`src/rtl/mean_filter_frame_ctrl.sv`:
```
// Frame sequencer ahead of the mean filter: locks to SOF, regenerates markers, appends flush beats.
// Define MF_CTRL_STATS_EN to build the saturating frame_cnt / err_cnt counters.
module mean_filter_frame_ctrl #(
    parameter int DATA_WIDTH = 8,
    parameter int FRAME_WIDTH = 640,
    parameter int FRAME_HEIGHT = 512,
    parameter int WINDOW_SIZE = 3,
    parameter logic [DATA_WIDTH-1:0] FLUSH_DATA = '0
) (
    input  logic                  clk,
    input  logic                  rst_n,
    input  logic [DATA_WIDTH-1:0] s_axis_tdata,
    input  logic                  s_axis_tvalid,
    input  logic                  s_axis_tlast,
    input  logic                  s_axis_tuser,
    output logic                  s_axis_tready,
    output logic [DATA_WIDTH-1:0] m_axis_tdata,
    output logic                  m_axis_tvalid,
    output logic                  m_axis_tlast,
    output logic                  m_axis_tuser,
    input  logic                  m_axis_tready,
    output logic                  busy,
    output logic                  frame_done,
    output logic                  sync_err,
    output logic [15:0]           frame_cnt,
    output logic [15:0]           err_cnt
);

    localparam int FLUSH_LEN = (WINDOW_SIZE - 1) * FRAME_WIDTH + (WINDOW_SIZE - 1)
                             + 2 * $clog2(WINDOW_SIZE);
    localparam int HW = $clog2(FRAME_WIDTH + 1);
    localparam int VW = $clog2(FRAME_HEIGHT + 1);
    localparam int FW = $clog2(FLUSH_LEN + 1);
    localparam logic [HW-1:0] H_LAST = HW'(FRAME_WIDTH - 1);
    localparam logic [VW-1:0] V_LAST = VW'(FRAME_HEIGHT - 1);
    localparam logic [FW-1:0] F_LAST = FW'(FLUSH_LEN - 1);
    localparam logic ONE_COL = (FRAME_WIDTH == 1);

    typedef enum logic [1:0] {SYNC, PASS, FLUSH} state_t;

    state_t          state_q, state_d;
    logic [HW-1:0]   hcnt_q, hcnt_d;
    logic [VW-1:0]   vcnt_q, vcnt_d;
    logic [FW-1:0]   fcnt_q, fcnt_d;
    logic            frame_done_q, frame_done_d;
    logic            sync_err_q, sync_err_d;

    logic            s_fire, m_fire;
    logic            at_sof, at_eol;
    logic            early_sof, tlast_bad, adv;
    logic [HW-1:0]   h_base;
    logic [VW-1:0]   v_base;
    logic            base_eol, base_eof;

    assign at_sof = (hcnt_q == '0) && (vcnt_q == '0);
    assign at_eol = (hcnt_q == H_LAST);

    always_comb begin
        m_axis_tdata  = s_axis_tdata;
        m_axis_tvalid = 1'b0;
        m_axis_tuser  = 1'b0;
        m_axis_tlast  = 1'b0;
        s_axis_tready = 1'b1;
        unique case (state_q)
            SYNC: begin
                if (s_axis_tuser) begin
                    m_axis_tvalid = s_axis_tvalid;
                    s_axis_tready = m_axis_tready;
                    m_axis_tuser  = 1'b1;
                    m_axis_tlast  = ONE_COL;
                end
            end
            PASS: begin
                m_axis_tvalid = s_axis_tvalid;
                s_axis_tready = m_axis_tready;
                m_axis_tuser  = at_sof | s_axis_tuser;
                m_axis_tlast  = at_eol;
            end
            FLUSH: begin
                m_axis_tdata  = FLUSH_DATA;
                m_axis_tvalid = 1'b1;
                s_axis_tready = 1'b0;
            end
            default: ;
        endcase
    end

    assign s_fire = s_axis_tvalid & s_axis_tready;
    assign m_fire = m_axis_tvalid & m_axis_tready;

    // A SOF beat (initial or early) is treated as the pixel at (0,0).
    assign early_sof = (state_q == PASS) && s_axis_tuser && !at_sof;
    assign tlast_bad = (state_q == PASS) && (s_axis_tlast != at_eol);
    assign h_base    = (state_q == PASS && !early_sof) ? hcnt_q : '0;
    assign v_base    = (state_q == PASS && !early_sof) ? vcnt_q : '0;
    assign base_eol  = (h_base == H_LAST);
    assign base_eof  = base_eol && (v_base == V_LAST);

    always_comb begin
        state_d      = state_q;
        hcnt_d       = hcnt_q;
        vcnt_d       = vcnt_q;
        fcnt_d       = fcnt_q;
        frame_done_d = 1'b0;
        sync_err_d   = 1'b0;
        adv          = 1'b0;
        unique case (state_q)
            SYNC: begin
                if (s_fire && s_axis_tuser) adv = 1'b1;
            end
            PASS: begin
                if (s_fire) begin
                    if (early_sof) begin
                        sync_err_d = 1'b1;
                        adv        = 1'b1;
                    end else if (tlast_bad) begin
                        sync_err_d = 1'b1;
                        state_d    = SYNC;
                        hcnt_d     = '0;
                        vcnt_d     = '0;
                    end else begin
                        adv = 1'b1;
                    end
                end
            end
            FLUSH: begin
                if (m_fire) begin
                    if (fcnt_q == F_LAST) begin
                        state_d      = SYNC;
                        fcnt_d       = '0;
                        frame_done_d = 1'b1;
                    end else begin
                        fcnt_d = fcnt_q + FW'(1);
                    end
                end
            end
            default: state_d = SYNC;
        endcase
        if (adv) begin
            if (base_eof) begin
                state_d = FLUSH;
                hcnt_d  = '0;
                vcnt_d  = '0;
                fcnt_d  = '0;
            end else begin
                state_d = PASS;
                hcnt_d  = base_eol ? '0 : h_base + HW'(1);
                vcnt_d  = base_eol ? v_base + VW'(1) : v_base;
            end
        end
    end

    always_ff @(posedge clk) begin
        if (!rst_n) begin
            state_q      <= SYNC;
            hcnt_q       <= '0;
            vcnt_q       <= '0;
            fcnt_q       <= '0;
            frame_done_q <= 1'b0;
            sync_err_q   <= 1'b0;
        end else begin
            state_q      <= state_d;
            hcnt_q       <= hcnt_d;
            vcnt_q       <= vcnt_d;
            fcnt_q       <= fcnt_d;
            frame_done_q <= frame_done_d;
            sync_err_q   <= sync_err_d;
        end
    end

    assign busy       = (state_q != SYNC);
    assign frame_done = frame_done_q;
    assign sync_err   = sync_err_q;

`ifdef MF_CTRL_STATS_EN
    logic [15:0] frame_cnt_q, frame_cnt_d;
    logic [15:0] err_cnt_q, err_cnt_d;

    always_comb begin
        frame_cnt_d = frame_cnt_q;
        err_cnt_d   = err_cnt_q;
        if (frame_done_d && frame_cnt_q != 16'hFFFF) frame_cnt_d = frame_cnt_q + 16'd1;
        if (sync_err_d && err_cnt_q != 16'hFFFF) err_cnt_d = err_cnt_q + 16'd1;
    end

    always_ff @(posedge clk) begin
        if (!rst_n) begin
            frame_cnt_q <= '0;
            err_cnt_q   <= '0;
        end else begin
            frame_cnt_q <= frame_cnt_d;
            err_cnt_q   <= err_cnt_d;
        end
    end

    assign frame_cnt = frame_cnt_q;
    assign err_cnt   = err_cnt_q;
`else
    assign frame_cnt = '0;
    assign err_cnt   = '0;
`endif

endmodule

```
`config.mk`:
```
export PLATFORM = sky130hd
export DESIGN_NAME = mean_filter_frame_ctrl
export DESIGN_NICKNAME = d
export VERILOG_FILES = /design/src/rtl/mean_filter_frame_ctrl.sv
export SDC_FILE = /design/constraint.sdc
export NUM_CORES = 1
export LEC_CHECK = 0
export CAP_MARGIN = 10
export CORE_MARGIN = 4
export CORE_UTILIZATION = 45
export CTS_CLUSTER_SIZE = 12
export DETAILED_ROUTE_END_ITERATION = 7
export PLACE_DENSITY = 0.76
export SYNTH_ARGS = -nofsm -noshare
export SYNTH_HDL_FRONTEND = slang
export SYNTH_SLANG_ARGS = --single-unit
export TNS_END_PERCENT = 5
```
`constraint.sdc`:
```
create_clock -name clk -period 3 [get_ports clk]
set_input_delay 0.6 -clock clk [delete_from_list [all_inputs] [get_ports clk]]
set_output_delay 0.6 -clock clk [all_outputs]
set_load 0.02 [all_outputs]
```
==> qor_table.md, run 1 <==
| Result | This run | Unit |
|---|---|---|
| Crit path cell chain | or4_4, nor3_4, a21o_1, and2_4, ha_4, nand3_4, or3_4, nor3_4, nand2b_4, a32o_1, a31o_1 | - |
| Fraction of the cycle the final worst path needs | 0.9918 | - |
| DR vias | 2,418 | - |
| DRC violation total after the first TritonRoute iteration | 209 | - |
| Number of detailed-routing iterations run before antenna repair | 6 | - |
| Die outline area | 6664 | um^2 |
| TritonCTS clock tree | done | - |
| Fmax | 336.1 | MHz |
| Post-Synthesis Cell Area | 2440 | um^2 |
| Proportion of layout cells with a drive suffix above 1 | 0.2143 | - |
| Max Cap Viol | 0 | - |
| Final setup skew | 0.008935 | ns |
| Path type of the worst min-delay path | reg -> reg | - |
| Area share of the leading cell type in the synthesized netlist | 0.2872 | - |
| Period minus WS final | 2.975 | ns |
| Global-route wire length before repair | 10.32 | mm |
| Total clock buffers created by CTS | 5 | - |
| Number of instances in the synthesized netlist | 301 | - |
| Clock latency on the worst-skew pair | 0.29 | ns |
| Number of H-tree branching levels | 2 | - |
| Cell type contributing the most total cell area after synthesis | sky130_fd_sc_hd__dfxtp_1 | - |
| Max Root-Sink Buffers | 2 | - |
| Result of the run | finished, final reports clean | - |
| Final Non-Filler Cells | 434 | - |
| Antenna fix cells | 0 | - |
| Count of distinct cell types in the synthesized netlist | 66 | - |
| Number of input and output port buffers inserted | 28 | - |
| Largest net degree at the start of global routing | 17 | - |
| RSZ-0062 raised after global routing | true | - |
| Overall routing resource usage | 0.1992 | - |
| Routed WL per cell | 15.09 | um |
| Syn-to-layout area delta | 28.31 | % |
| Type of element launching the critical path | flop | - |
| Final setup violation count | 0 | - |
| Total grt overflow | 0 | - |
| Worst Path Arrival | 3.17 | ns |
| Final-report max-slew violation count | 0 | - |
| Proportion of register bits with asynchronous set or reset after synthesis | 0 | - |
| Maximum fanout along the worst path | 6 | - |
| Measured slew at the worst slew-check pin | 0.5415 | ns |
| Leak pwr | 1.206 | nW |
| Count of synthesis-stage warnings from yosys | 0 | - |
| Site row count | 26 | - |
| Cell mode on critical path | sky130_fd_sc_hd__nor3_4 | - |
| Critical path class | reg -> reg | - |
| Worst slew margin relative to its limit | 0.6386 | - |
| Post-synth EDFFs | 0 | - |
| Final Net Count | 381 | - |
| Power Density | 313.5 | nW/um^2 |
| Main area contributors after synthesis | sky130_fd_sc_hd__dfxtp_1 (29%), sky130_fd_sc_hd__buf_4 (10%), sky130_fd_sc_hd__nand3_1 (4.7%) | - |
| Ports | 61 | - |
| Register area share after synthesis | 0.2872 | - |
| TritonCTS Sinks | 35 | - |
| DP Wirelength | 4.923 | mm |
| Initial antenna violation count | 0 | - |
| Predominant post-synthesis flop cell | sky130_fd_sc_hd__dfxtp_1 | - |
| Mean post-synth cell area | 8.106 | um^2 |
| Clock transition at the registers of the reported paths | 0.08 | ns |
| Width of the die | 81.64 | um |
| Effective utilization at floorplan | 0.4717 | - |
| Crit path largest cell delay | 0.57 | ns |
| Detail-routed via count per cell | 5.571 | - |
| Worst-case vdd ir drop | 0.0002401 | V |
| Cell at the root of the clock tree | sky130_fd_sc_hd__clkbuf_8 | - |
| Core outline area | 5172 | um^2 |
| CP required | 3.19 | ns |
| Crit end category | flop | - |
| Post-Route WL | 6.549 | mm |
| Die Y | 81.64 | um |
| Number of synthesized register bits | 35 | - |
| Residual antenna-violating net count after detailed routing | 0 | - |
| Max stage delay cell, worst path | sky130_fd_sc_hd__or4_4 | - |
| Final RePlAce weighted congestion | 0.8841 | - |
| Hold violation total from the final report | 0 | - |
| Via count of the first global-routing pass | 2,151 | - |
| Post-route DRC | 0 | - |
| Hold WS | 0.5168 | ns |
| Placed Cells incl. Taps | 424 | - |
| CTS hold repair buffers | 0 | - |
[worst paths after layout]
| check | startpoint | end | slack [ns] | depth (start not counted) |
|---|---|---|---|---|
| hold / removal | vcnt_q[1] | vcnt_q[1] | 0.52 | 2 |
| setup reg to reg | hcnt_q[9] | vcnt_q[9] | 0.02 | 11 |
| setup / recovery | hcnt_q[9] | vcnt_q[9] | 0.02 | 11 |
| hold reg to reg | vcnt_q[1] | vcnt_q[1] | 0.52 | 2 |
[sequential cells by signal, indices dropped and copies added (netlist names)]
signal / count
fcnt_q: 11
hcnt_q: 10
vcnt_q: 10
state_q: 2
frame_done: 1
sync_err: 1
[repair_timing]
action                     4_1_cts  5_1_grt
pin swaps                        1        3
setup endpoints to repair       13       23
resized for setup                0       11
setup buffers                    0        2
cloned                           0        0
[metrics by stage]
stage	worst slack (ns)	setup TNS (ns)	cell area (um^2)	total power, mW	utilization
6_report	0.02464	0	3131	0.9814	0.6052
5_1_grt	-0.08843	-0.9432	3131	1.023	0.6052
4_1_cts	0.01014	0	3058	0.9837	0.5912
3_5_place_dp	-0.04214	-0.5093	2969	0.6393	0.5740
3_3_place_gp	0.02937	0	2969	0.6380	0.5740
2_1_floorplan	-0.09019	-0.6555	2614	0.6055	-
[cell usage after synthesis (all sizes together) (5+ instances only)]
library cell / number
buf: 36
dfxtp: 35
nor2: 26
nand3: 23
nand2: 18
a21oi: 15
nor3: 13
o21ai: 13
and2: 12
nor4: 7
and3: 6
a31oi: 5
clkbuf: 5
inv: 5
xor2: 5
[final cells by class]
| class | instances | area, um^2 |
|---|---|---|
| Tap cell | 70 | 87.58 |
| Fill cell | 446 | 2042 |
| Clock buffer | 5 | 68.82 |
| Multi-Input combinational cell | 251 | 1657 |
| Timing Repair Buffer | 65 | 576.8 |
| Clock inverter | 3 | 20.02 |
| Inverter | 5 | 18.77 |
| Sequential cell | 35 | 701.9 |
[critical path, delay by kind of cell (launching register included)]
family / cells / cell delay [ns]
simple gates: 7 / 1.82
compound gates: 3 / 0.57
flops: 1 / 0.32
fa+ha+maj: 1 / 0.16
[cells in the final DEF (no fill, tap or decap), types with 3 or more instances in the layout]
cell	n
sky130_fd_sc_hd__a21oi_1	13
sky130_fd_sc_hd__a22oi_1	3
sky130_fd_sc_hd__a311oi_1	3
sky130_fd_sc_hd__a31oi_1	3
sky130_fd_sc_hd__a41oi_1	3
sky130_fd_sc_hd__and2_1	10
sky130_fd_sc_hd__and3_1	5
sky130_fd_sc_hd__and4_1	3
sky130_fd_sc_hd__buf_4	35
sky130_fd_sc_hd__clkbuf_8	5
sky130_fd_sc_hd__clkdlybuf4s50_1	27
sky130_fd_sc_hd__conb_1	32
sky130_fd_sc_hd__dfxtp_1	34
sky130_fd_sc_hd__ha_1	3
sky130_fd_sc_hd__inv_1	5
sky130_fd_sc_hd__nand2_1	17
sky130_fd_sc_hd__nand3_1	21
sky130_fd_sc_hd__nand4_1	4
sky130_fd_sc_hd__nor2_1	25
sky130_fd_sc_hd__nor3_1	10
sky130_fd_sc_hd__nor3_4	3
sky130_fd_sc_hd__nor4_1	4
sky130_fd_sc_hd__o211ai_1	3
sky130_fd_sc_hd__o21a_1	3
sky130_fd_sc_hd__o21ai_0	10
sky130_fd_sc_hd__o31ai_1	4
sky130_fd_sc_hd__or4_4	3
sky130_fd_sc_hd__xnor2_1	3
sky130_fd_sc_hd__xor2_1	5
[layer usage]
layer	vias to the layer above	routed length [um]	part of all wire	global-route usage
li1	1173	-	-	-
met1	1112	2730	0.42	0.2682
met3	19	520	0.079	0.04934
met2	114	3128	0.48	0.3037
met4	0	170	0.026	0.08140
met5	-	0	0	0
[cell families (layout without fill, tap and decap cells)]
logic type	count (synthesis)	after routing	share of synthesized area
other cells	1	32	0.001537
flops	35	35	0.2872
buf+inv	46	78	0.1231
compound gates	65	65	0.1903
fa+ha+maj	4	4	0.02051
mux	1	1	0.004103
simple gates	140	140	0.3380
xor+xnor	9	9	0.03539
[where the power goes]
group	total (mW)	internal, mW	switching, mW
Combinational	0.168	0.0622	0.105
Clock	0.347	0.162	0.185
Sequential	0.467	0.466	0.00111
Power figures use the tool's default switching activity.
==> inputs of run 2 (changes only) <==
--- a/config.mk
+++ b/config.mk
@@ -14,4 +14,3 @@
 export SYNTH_ARGS = -nofsm -noshare
 export SYNTH_HDL_FRONTEND = slang
 export SYNTH_SLANG_ARGS = --single-unit
-export TNS_END_PERCENT = 5
==> qor_table.md, run 2 (synthesis gave the netlist of run 1 again) <==
| Result | This run | Unit |
|---|---|---|
| Result of the run | finished, final reports clean | - |
| Share of power burned in registers | 0.406 | - |
| Routed WL per cell | 15.50 | um |
| Total clock buffers created by CTS | 5 | - |
| Share of total power in the clock network | 0.450 | - |
| Type of element launching the critical path | flop | - |
| Final setup violation count | 0 | - |
| Maximum fanout along the worst path | 4 | - |
| Site row count | 26 | - |
| Final RePlAce weighted congestion | 0.9094 | - |
| Length of routed met2 wiring | 3.261 | mm |
| Internal power | 0.8572 | mW |
| Top flop regs | fcnt_q (11), hcnt_q (10), vcnt_q (10) | - |
| Worst setup timing slack at the placement stage | -0.03128 | ns |
| Final Non-Filler Cells | 434 | - |
| RSZ-0062 raised after global routing | true | - |
| Met3 WL post-DR | 395 | um |
| Syn-to-layout area delta | 29.38 | % |
| DR vias | 2,441 | - |
| Number of detailed-routing iterations run before antenna repair | 4 | - |
| Overall routing resource usage | 0.2068 | - |
| Switching fraction of total power | 0.2550 | - |
| Initial antenna violation count | 0 | - |
| Post-Route WL | 6.729 | mm |
| Crit path largest cell delay | 0.56 | ns |
| Final-report max-slew violation count | 0 | - |
| Cell at the root of the clock tree | sky130_fd_sc_hd__clkbuf_8 | - |
| Routed length on met1 | 2.926 | mm |
| Most common cell after layout, fill and taps aside | sky130_fd_sc_hd__buf_4 | - |
| Max FFs per register | 11 | - |
| Number of H-tree branching levels | 2 | - |
| TritonCTS clock tree | done | - |
| Switching power | 0.2934 | mW |
| Clock transition at the registers of the reported paths | 0.08 | ns |
| Setup TNS Final | 0 | ns |
| Global-route wire length before repair | 10.71 | mm |
| CTS hold repair buffers | 0 | - |
| Power Density | 364.5 | nW/um^2 |
| Max stage delay cell, worst path | sky130_fd_sc_hd__or4_4 | - |
| Worst-case vdd ir drop | 0.0002201 | V |
| Crit path setup slack, layout | 0.02371 | ns |
| Post-route DRC | 0 | - |
| Post-layout utilization of the core | 0.6103 | - |
| CP required | 3.19 | ns |
| Number of input and output port buffers inserted | 28 | - |
| Total grt overflow | 0 | - |
| Via count of the first global-routing pass | 2,248 | - |
| Max layer used | met4 | - |
| Clock latency on the worst-skew pair | 0.29 | ns |
| Residual antenna-violating net count after detailed routing | 0 | - |
| Placed Cells incl. Taps | 424 | - |
| Measured slew at the worst slew-check pin | 0.5611 | ns |
| Final Cell Area | 3157 | um^2 |
| Ports | 61 | - |
| Hold violation total from the final report | 0 | - |
| Biggest register | fcnt_q | - |
| Width of the die | 81.64 | um |
| Critical path buffers and inverters | 1 | - |
| Commonest cells after routing, fill and taps aside | sky130_fd_sc_hd__buf_4 (35), sky130_fd_sc_hd__dfxtp_1 (34), sky130_fd_sc_hd__conb_1 (32), sky130_fd_sc_hd__clkdlybuf4s50_1 (26), sky130_fd_sc_hd__nor2_1 (25) | - |
| TritonCTS Sinks | 35 | - |
| Max Cap Viol | 0 | - |
| Max Root-Sink Buffers | 2 | - |
| Fraction of the cycle the final worst path needs | 0.9921 | - |
| Fmax | 336.0 | MHz |
| Die Y | 81.64 | um |
| Largest net degree at the start of global routing | 17 | - |
| Crit end category | flop | - |
| Final Net Count | 381 | - |
| DP Wirelength | 5.025 | mm |
| Path type of the worst min-delay path | reg -> reg | - |
| Final setup skew | 0.004744 | ns |
| Die outline area | 6664 | um^2 |
| Effective utilization at floorplan | 0.4717 | - |
| Worst slew margin relative to its limit | 0.6255 | - |
| Antenna fix cells | 0 | - |
| Period minus WS final | 2.976 | ns |
| Critical path class | reg -> reg | - |
| Leak pwr | 1.245 | nW |
| Core outline area | 5172 | um^2 |
| Crit path cell chain | or4_4, nor3_4, a21o_1, and2_4, ha_4, nand3_4, or3_4, buf_6, or4_4, a31oi_1, o31ai_1 | - |
| Proportion of layout cells with a drive suffix above 1 | 0.2115 | - |
| Worst path top cell family by delay | simple AND/OR/NAND/NOR gates | - |
| Detail-routed via count per cell | 5.624 | - |
| Portion of total power attributed to combinational logic | 0.145 | - |
| DRC violation total after the first TritonRoute iteration | 187 | - |
| Cell mode on critical path | sky130_fd_sc_hd__or4_4 | - |
| Worst Path Arrival | 3.16 | ns |
| Standard cell area after detailed placement | 2957 | um^2 |
==> run 2: final cells by class <==
| class | instances | area, um^2 |
|---|---|---|
| clock buffer | 5 | 68.82 |
| clock inverter | 3 | 67.56 |
| fill | 447 | 2016 |
| inverter | 5 | 18.77 |
| multi-input combinational | 251 | 1642 |
| sequential | 35 | 701.9 |
| tap | 70 | 87.58 |
| timing repair buffer | 65 | 570.5 |
==> run 2: path summary, 6_finish.rpt <==
kind / start / end / slack [ns] / cells past startpoint
max reg2reg: hcnt_q[3] / vcnt_q[5] / 0.02 / 11
min: fcnt_q[10] / fcnt_q[10] / 0.53 / 2
min reg2reg: fcnt_q[10] / fcnt_q[10] / 0.53 / 2
max: hcnt_q[3] / vcnt_q[5] / 0.02 / 11
==> run 2: power by group through the flow <==
stage          Combinational, mW  Clock (mW)  Sequential [mW]
2_1_floorplan              0.127           0            0.478
3_3_place_gp               0.160           0            0.477
3_5_place_dp               0.162           0            0.477
4_1_cts                    0.163       0.524            0.466
5_1_grt                    0.178       0.545            0.467
6_report                   0.167       0.517            0.467
==> run 2: routing by layer <==
metal / up-vias / global-route usage
li1: 1171 / -
met1: 1173 / 0.2671
met2: 82 / 0.3322
met3: 15 / 0.03728
met4: 0 / 0.09967
met5: - / 0
==> run 2: timing repair <==
action,CTS,global route
setup buffers,0,3
pin swaps,1,8
setup endpoints to repair,7,22
resized for setup,3,9
==> run 2: through the flow <==
stage / power (mW) / hold slack (ns)
floorplan: 0.6055 / 0.4689
global placement: 0.6371 / 0.5013
detailed placement: 0.6392 / 0.5154
CTS: 1.153 / 0.5328
global route: 1.190 / 0.5826
finish: 1.151 / 0.5303
==> run 2: worst reg2reg max path, cell delays in order (launching register included) <==
cell and delay [ns]:
sky130_fd_sc_hd__dfxtp_1 0.31, sky130_fd_sc_hd__or4_4 0.56, sky130_fd_sc_hd__nor3_4 0.20, sky130_fd_sc_hd__a21o_1 0.18
sky130_fd_sc_hd__and2_4 0.16, sky130_fd_sc_hd__ha_4 0.15, sky130_fd_sc_hd__nand3_4 0.08, sky130_fd_sc_hd__or3_4 0.43
sky130_fd_sc_hd__buf_6 0.14, sky130_fd_sc_hd__or4_4 0.41, sky130_fd_sc_hd__a31oi_1 0.17, sky130_fd_sc_hd__o31ai_1 0.08
